===== src/rtl/pmod_input_unit_pkg.sv =====
// -----------------------------------------------------------------------------
// pmod_input_unit_pkg
//  Definitions shared by the PMOD input unit and its per-button debouncer:
//  the debounce FSM state encodings, the default tick constants, and the IAGC
//  status codes that the LED output unit also uses.
// -----------------------------------------------------------------------------
package pmod_input_unit_pkg;

    // Debounce FSM states. The encoding is fixed so that other units (and
    // debug probes) can decode it: bit 1 = settled level, bit 0 = waiting.
    typedef enum logic [1:0] {
        IDLE_LO = 2'd0,
        WAIT_HI = 2'd1,
        IDLE_HI = 2'd2,
        WAIT_LO = 2'd3
    } deb_state_t;

    localparam int DEFAULT_DEBOUNCE_TICKS   = 100;
    localparam int DEFAULT_LONG_PRESS_TICKS = 5000;

    // IAGC core status codes shared with the LED output unit.
    typedef enum logic [2:0] {
        IAGC_STATUS_IDLE  = 3'd0,
        IAGC_STATUS_BUSY  = 3'd1,
        IAGC_STATUS_OK    = 3'd2,
        IAGC_STATUS_WARN  = 3'd3,
        IAGC_STATUS_ERROR = 3'd4
    } iagc_status_t;

endpackage


===== src/rtl/pmod_input_unit_debouncer.sv =====
// -----------------------------------------------------------------------------
// pmod_input_unit_debouncer
//  One button: 2-flop synchroniser, 4-state debounce FSM with a stability
//  counter, registered level and press/release pulses, and (when the
//  PMOD_LONG_PRESS_EN macro is defined) a hold counter that raises a single
//  long-press pulse LONG_PRESS_TICKS cycles after the press pulse.
// Ports
//  i_clock    system clock
//  i_nReset   asynchronous active-low reset
//  i_raw      raw asynchronous button pin (1 = pressed)
//  o_level    debounced level
//  o_press    1-cycle pulse on committed 0->1
//  o_release  1-cycle pulse on committed 1->0
//  o_long     1-cycle long-press pulse (0 without PMOD_LONG_PRESS_EN)
// -----------------------------------------------------------------------------
module pmod_input_unit_debouncer
    import pmod_input_unit_pkg::*;
#(
    parameter int DEBOUNCE_TICKS   = DEFAULT_DEBOUNCE_TICKS,
    parameter int LONG_PRESS_TICKS = DEFAULT_LONG_PRESS_TICKS
) (
    input  logic i_clock,
    input  logic i_nReset,
    input  logic i_raw,
    output logic o_level,
    output logic o_press,
    output logic o_release,
    output logic o_long
);

    localparam int CNT_W = (DEBOUNCE_TICKS > 2) ? $clog2(DEBOUNCE_TICKS) : 1;
    localparam logic [CNT_W-1:0] CNT_LAST = CNT_W'(DEBOUNCE_TICKS - 1);

    logic [1:0]       sync_reg;
    logic             s;
    deb_state_t       state_reg;
    logic [CNT_W-1:0] cnt_reg;
    logic             level_reg;
    logic             press_reg;
    logic             release_reg;

    always_ff @(posedge i_clock or negedge i_nReset) begin
        if (!i_nReset) begin
            sync_reg <= 2'b00;
        end else begin
            sync_reg <= {sync_reg[0], i_raw};
        end
    end

    assign s = sync_reg[1];

    // The counter already holds 1 on the first cycle of WAIT_x, so the commit
    // lands DEBOUNCE_TICKS cycles after s first shows the new level.
    always_ff @(posedge i_clock or negedge i_nReset) begin
        if (!i_nReset) begin
            state_reg   <= IDLE_LO;
            cnt_reg     <= '0;
            level_reg   <= 1'b0;
            press_reg   <= 1'b0;
            release_reg <= 1'b0;
        end else begin
            press_reg   <= 1'b0;
            release_reg <= 1'b0;
            case (state_reg)
                IDLE_LO: begin
                    if (s) begin
                        state_reg <= WAIT_HI;
                        cnt_reg   <= CNT_W'(1);
                    end
                end
                WAIT_HI: begin
                    if (!s) begin
                        state_reg <= IDLE_LO;
                        cnt_reg   <= '0;
                    end else if (cnt_reg == CNT_LAST) begin
                        state_reg <= IDLE_HI;
                        cnt_reg   <= '0;
                        level_reg <= 1'b1;
                        press_reg <= 1'b1;
                    end else begin
                        cnt_reg <= cnt_reg + CNT_W'(1);
                    end
                end
                IDLE_HI: begin
                    if (!s) begin
                        state_reg <= WAIT_LO;
                        cnt_reg   <= CNT_W'(1);
                    end
                end
                WAIT_LO: begin
                    if (s) begin
                        state_reg <= IDLE_HI;
                        cnt_reg   <= '0;
                    end else if (cnt_reg == CNT_LAST) begin
                        state_reg   <= IDLE_LO;
                        cnt_reg     <= '0;
                        level_reg   <= 1'b0;
                        release_reg <= 1'b1;
                    end else begin
                        cnt_reg <= cnt_reg + CNT_W'(1);
                    end
                end
                default: begin
                    state_reg <= IDLE_LO;
                    cnt_reg   <= '0;
                end
            endcase
        end
    end

    assign o_level   = level_reg;
    assign o_press   = press_reg;
    assign o_release = release_reg;

`ifdef PMOD_LONG_PRESS_EN
    localparam int HOLD_W = $clog2(LONG_PRESS_TICKS + 1);
    localparam logic [HOLD_W-1:0] HOLD_LAST = HOLD_W'(LONG_PRESS_TICKS - 1);

    logic [HOLD_W-1:0] hold_cnt_reg;
    logic              hold_active_reg;
    logic              long_reg;

    // The hold counter starts at 1 in the cycle the press pulse is visible,
    // so the long pulse appears LONG_PRESS_TICKS cycles after the press pulse.
    // It disarms after firing, so a continued hold never repeats the pulse.
    always_ff @(posedge i_clock or negedge i_nReset) begin
        if (!i_nReset) begin
            hold_cnt_reg    <= '0;
            hold_active_reg <= 1'b0;
            long_reg        <= 1'b0;
        end else begin
            long_reg <= 1'b0;
            if (release_reg || !level_reg) begin
                hold_cnt_reg    <= '0;
                hold_active_reg <= 1'b0;
            end else if (press_reg) begin
                hold_cnt_reg    <= HOLD_W'(1);
                hold_active_reg <= 1'b1;
            end else if (hold_active_reg) begin
                if (hold_cnt_reg == HOLD_LAST) begin
                    long_reg        <= 1'b1;
                    hold_active_reg <= 1'b0;
                    hold_cnt_reg    <= '0;
                end else begin
                    hold_cnt_reg <= hold_cnt_reg + HOLD_W'(1);
                end
            end
        end
    end

    assign o_long = long_reg;
`else
    // Hold counter compiled out; the parameter is still referenced here so the
    // port-compatible instance stays warning-free.
    logic unused_long_cfg;
    assign unused_long_cfg = (LONG_PRESS_TICKS != 0);
    assign o_long = 1'b0;
`endif

endmodule


===== src/rtl/pmod_input_unit.sv =====
// -----------------------------------------------------------------------------
// pmod_input_unit
//  Input side of the PMOD board interface. Each raw button is synchronised and
//  debounced by its own pmod_input_unit_debouncer; committed presses are turned
//  into a one-at-a-time command stream (valid/ready) for the IAGC control core.
//  Optional feature macro: PMOD_LONG_PRESS_EN (per-button long-press pulse).
// Ports
//  i_clock        system clock
//  i_nReset       asynchronous active-low reset
//  i_btn_raw      raw bouncing button pins (1 = pressed)
//  o_btn_level    debounced level per button
//  o_btn_press    1-cycle pulse on committed 0->1
//  o_btn_release  1-cycle pulse on committed 1->0
//  o_btn_long     1-cycle long-press pulse (0 without PMOD_LONG_PRESS_EN)
//  o_cmd_valid    a command is pending
//  o_cmd          index of the lowest pending button
//  i_cmd_ready    consumer accepts the command this cycle
//  o_cmd_drop     1-cycle pulse: press merged into an already-pending command
// -----------------------------------------------------------------------------
module pmod_input_unit
    import pmod_input_unit_pkg::*;
#(
    parameter int BTN_COUNT        = 4,
    parameter int CMD_WIDTH        = 3,
    parameter int DEBOUNCE_TICKS   = DEFAULT_DEBOUNCE_TICKS,
    parameter int LONG_PRESS_TICKS = DEFAULT_LONG_PRESS_TICKS
) (
    input  logic                 i_clock,
    input  logic                 i_nReset,
    input  logic [BTN_COUNT-1:0] i_btn_raw,
    output logic [BTN_COUNT-1:0] o_btn_level,
    output logic [BTN_COUNT-1:0] o_btn_press,
    output logic [BTN_COUNT-1:0] o_btn_release,
    output logic [BTN_COUNT-1:0] o_btn_long,
    output logic                 o_cmd_valid,
    output logic [CMD_WIDTH-1:0] o_cmd,
    input  logic                 i_cmd_ready,
    output logic                 o_cmd_drop
);

    logic [BTN_COUNT-1:0] press_vec;
    logic [BTN_COUNT-1:0] pending_reg;
    logic [BTN_COUNT-1:0] pending_next;
    logic [BTN_COUNT-1:0] accept_mask;
    logic [CMD_WIDTH-1:0] cmd_sel;
    logic                 drop_reg;
    logic                 drop_next;

    generate
        for (genvar gi = 0; gi < BTN_COUNT; gi++) begin : g_btn
            pmod_input_unit_debouncer #(
                .DEBOUNCE_TICKS   (DEBOUNCE_TICKS),
                .LONG_PRESS_TICKS (LONG_PRESS_TICKS)
            ) u_debouncer (
                .i_clock   (i_clock),
                .i_nReset  (i_nReset),
                .i_raw     (i_btn_raw[gi]),
                .o_level   (o_btn_level[gi]),
                .o_press   (press_vec[gi]),
                .o_release (o_btn_release[gi]),
                .o_long    (o_btn_long[gi])
            );
        end
    endgenerate

    assign o_btn_press = press_vec;

    // Priority select: lowest set index wins. Depends only on registered
    // state, so o_cmd is stable while the consumer stalls.
    always_comb begin
        cmd_sel = '0;
        for (int i = BTN_COUNT - 1; i >= 0; i--) begin
            if (pending_reg[i]) begin
                cmd_sel = CMD_WIDTH'(i);
            end
        end
    end

    // Accepting clears the presented (lowest) bit; a press on that same button
    // in the same cycle re-arms it as a fresh command rather than a drop.
    always_comb begin
        accept_mask = '0;
        if (i_cmd_ready) begin
            accept_mask = pending_reg & (~pending_reg + BTN_COUNT'(1));
        end
        pending_next = (pending_reg & ~accept_mask) | press_vec;
        drop_next    = |(press_vec & pending_reg & ~accept_mask);
    end

    always_ff @(posedge i_clock or negedge i_nReset) begin
        if (!i_nReset) begin
            pending_reg <= '0;
            drop_reg    <= 1'b0;
        end else begin
            pending_reg <= pending_next;
            drop_reg    <= drop_next;
        end
    end

    assign o_cmd_valid = |pending_reg;
    assign o_cmd       = cmd_sel;
    assign o_cmd_drop  = drop_reg;

endmodule


===== config.mk =====
export PLATFORM = sky130hd
export DESIGN_NAME = pmod_input_unit
export DESIGN_NICKNAME = d
export VERILOG_FILES = /design/src/rtl/pmod_input_unit_pkg.sv /design/src/rtl/pmod_input_unit_debouncer.sv /design/src/rtl/pmod_input_unit.sv
export SDC_FILE = /design/constraint.sdc
export NUM_CORES = 1
export LEC_CHECK = 0
export BUFFER_PORTS_ARGS = -buffer_cell sky130_fd_sc_hd__buf_4
export CAP_MARGIN = 20
export CORE_UTILIZATION = 35
export DETAILED_ROUTE_END_ITERATION = 10
export SYNTH_ARGS = -nofsm -noshare
export SYNTH_HDL_FRONTEND = slang
export SYNTH_SLANG_ARGS = --single-unit

===== constraint.sdc =====
create_clock -name i_clock -period 4.6 [get_ports i_clock]
set_input_delay 0.92 -clock i_clock [delete_from_list [all_inputs] [get_ports i_clock]]
set_output_delay 0.92 -clock i_clock [all_outputs]
set_load 0.005 [all_outputs]

==> reports/metrics.csv <==
metric;value;unit
status;finished, final reports clean;
Worst Hold Launch;g_btn[3].u_debouncer.sync_reg[0];
first-pass GRT wire length;8680;µm
Final Max Slew Viols;0;
setup slack at placement;2.776;ns
Post-Place Cell Area;0.003109;mm²
Register-to-Register Path Depth;4;
Worst Hold Class;reg -> reg;
clk slew on worst S/H paths;0.06;ns
worst setup path class;reg -> out;
CTS tree;done;
fmax;487.1;MHz
critical-path maximum fanout;7;
gpl congestion;0.8291;
Ys Warns;0;
Horiz. Die Dim;93.83;µm
clock latency on the worst-skew pair;0.33;ns
clock buffer depth;2;
final setup vio count;0;
Avg Cell Area, Syn;10.32;µm²
diode count;0;
sequential fraction of the synthesis area;51.72;%
total negative slack;0;ns
Sw Pwr;0.0002653;W
area leader, netlist;dfrtp_1;
fraction of registers with async set/reset;100.0;%
Reg2Reg Setup Slack;2.93;ns
H-tree Lvls;3;
Unique masters post-synth;48;
critical path endpoint category;output port;
Initial Utilization;36.10;%
final setup margin;2.547;ns
predominant post-synthesis flop cell;dfrtp_1;
WHS Endpoint;g_btn[3].u_debouncer.sync_reg[1];
Hold Violations, Final;0;
Cell Int Power;0.0008544;W
mapped cell area;0.002952;mm²
Routed Antenna Nets;0;
Overflow after GRT;0;
top cell type's share of synthesized area;51.72;%
number of synthesized flops with an enable pin;0;
ranking of synthesized cells by area;dfrtp_1 52%, buf_4 4.3%, nand3_1 3.9%, nand2_1 3.8%, o21ai_0 2.9%;
CP arrival;1.13;ns
Core Box Area;0.008175;mm²
Clk pwr share;42.5;%
Setup Buffers After CTS;0;
Cells on Worst Hold Path;0;
Detailed Place HPWL;3365;µm
gr usage total;12.73;%
CTS Hold Bufs;0;
Lkg Pwr;1.500;nW
FP Rows;33;
RR Endpoint;g_btn[1].u_debouncer.cnt_reg[6];
CTS sink count;61;
largest net degree at the start of global routing;62;
RSZ-0062 raised after global routing;no;
critical path launch point type;flip-flop;
vias in the first global route;1924;
met2 Usage GRT;20.26;%
Post-Route Skew;0.003095;ns
Die Y;93.83;µm
CTS Root Cell;clkbuf_8;
Top Ports;28;
grt met1 use;15.91;%
die footprint;0.008804;mm²
DR vias/cell;4.976;
grt met3 use;2.913;%
slew margin rel.;45.27;%
design area;0.003308;mm²
Largest register FFs;28;
Buffers on Ports;22;
layout net count;312;
growth of design area from synthesis to finish;12.08;%
Tot Pwr;0.001120;W
share of cells above drive strength 1;15.79;%
Syn Inst Count;286;
Routed WL;5046;µm
busiest layer in global routing;met2;
fin util;40.47;%
Crit path required time;3.68;ns
Iter 0 DRT Violations;61;
Tightest Pin Transition;0.8150;ns
power share of the sequential group;51.6;%
pwr dens;338.5;mW/mm²
vias;2035;
CTS buffer count;9;
drt first pass iters;5;
final period utilization;44.63;%
#FFs+latches synth;61;
DRC viols;0;
reg2reg start;g_btn[1].u_debouncer.sync_reg[1];
WL/cell;12.34;µm
Max Cap Violations;0;
initial antenna violation count;0;
sw frac;23.69;%
PostCTS Resize Cnt;0;
crit path time final;2.053;ns
Comb pwr share;5.9;%
worst vdd ir;0.1281;mV
[worst max-delay path, stage by stage, from the launching register on]
cell and delay (ns):
dfrtp_1 0.44, nor2_1 0.16, nand2_1 0.08, buf_4 0.14
[area by class of cell]
cell class / instances / area, µm²
inverters: 8 / 30.03
multi-input cells: 198 / 1256
clock buffers: 11 / 151.4
flip-flops and latches: 61 / 1526
clock inverters: 4 / 47.55
well taps: 105 / 131.4
repair buffers: 22 / 165.2
fillers: 811 / 4867
[cell families after synthesis]
family / Yosys count / synth area share [%]
adders and majority gates: 5 / 2.120
DFF: 61 / 51.72
muxes: 5 / 1.865
other: 1 / 0.1271
and+or+nand+nor: 100 / 18.78
AOI/OAI and AO/OA: 66 / 13.86
xor gates and xnor gates: 17 / 5.299
buffers and inverters: 31 / 6.231
[Yosys cell counts (2+ instances only)]
| library cell | count |
|---|---|
| mux2_2 | 2 |
| a22o_1 | 2 |
| nand2b_1 | 6 |
| and2_1 | 2 |
| a21o_1 | 6 |
| o22ai_1 | 9 |
| a21oi_1 | 16 |
| xor2_1 | 7 |
| nor2b_1 | 3 |
| buf_2 | 2 |
| and3_1 | 3 |
| a31oi_1 | 4 |
| nand2_1 | 30 |
| nor3_1 | 2 |
| buf_4 | 17 |
| nor2_1 | 10 |
| or2_2 | 2 |
| o21a_1 | 2 |
| clkbuf_1 | 3 |
| dfrtp_1 | 61 |
| mux2_1 | 2 |
| nand3_1 | 23 |
| or3_1 | 4 |
| o21ai_0 | 17 |
| inv_1 | 8 |
| a22oi_1 | 3 |
| xnor2_1 | 9 |
| nor3b_1 | 7 |
| ha_1 | 5 |
[layer usage]
metal	wire length [µm]	vias up	share of wire (%)
met4	112	0	2.2
met5	0	-	0
met2	2327	34	46
met3	108	9	2.1
met1	2498	971	50
li1	-	1021	-
[cell usage in the layout (no fill, tap or decap), types with 2 or more instances in the layout]
master / instances
a21o_1: 6
a21oi_1: 16
a22o_1: 2
a22oi_1: 3
a31oi_1: 4
and2_1: 2
and3_1: 3
buf_4: 22
clkbuf_8: 11
clkinv_2: 2
conb_1: 5
dfrtp_1: 61
ha_1: 5
inv_1: 8
mux2_1: 2
mux2_2: 2
nand2_1: 30
nand2b_1: 6
nand3_1: 23
nor2_1: 10
nor2b_1: 3
nor3_1: 2
nor3b_1: 7
o21a_1: 2
o21ai_0: 17
o22ai_1: 9
or2_2: 2
or3_1: 4
xnor2_1: 9
xor2_1: 7
[per-stage QoR]
| stage | std cells | hold WS [ns] |
|---|---|---|
| 6_report | 409 | 0.3485 |
| 5_1_grt | 409 | 0.3598 |
| 2_1_floorplan | 290 | 0.3312 |
| 3_5_place_dp | 394 | 0.3347 |
| 3_3_place_gp | 394 | 0.3330 |
| 4_1_cts | 409 | 0.3492 |
[power groups by stage]
stage	combinational [W]	sequential [W]	clock, W
after detailed placement	0.0000667	0.000587	0
final	0.0000661	0.000577	0.000476
after CTS	0.0000677	0.000577	0.000491
after floorplan	0.0000508	0.000579	0
after global routing	0.0000780	0.000581	0.000520
after global placement	0.0000653	0.000587	0
[worst max-delay path by stage]
stage                               from          end  slack, ns  cells past startpoint
after floorplan              i_cmd_ready   o_cmd_drop       2.95                      4
after global placement       i_cmd_ready   o_cmd_drop       2.82                      5
after detailed placement     i_cmd_ready   o_cmd_drop       2.78                      5
after CTS                 pending_reg[3]  o_cmd_valid       2.54                      3
after global routing      pending_reg[1]  o_cmd_valid       2.44                      3
final                     pending_reg[1]  o_cmd_valid       2.55                      3
No activity file was read; power rests on OpenSTA's default activity.
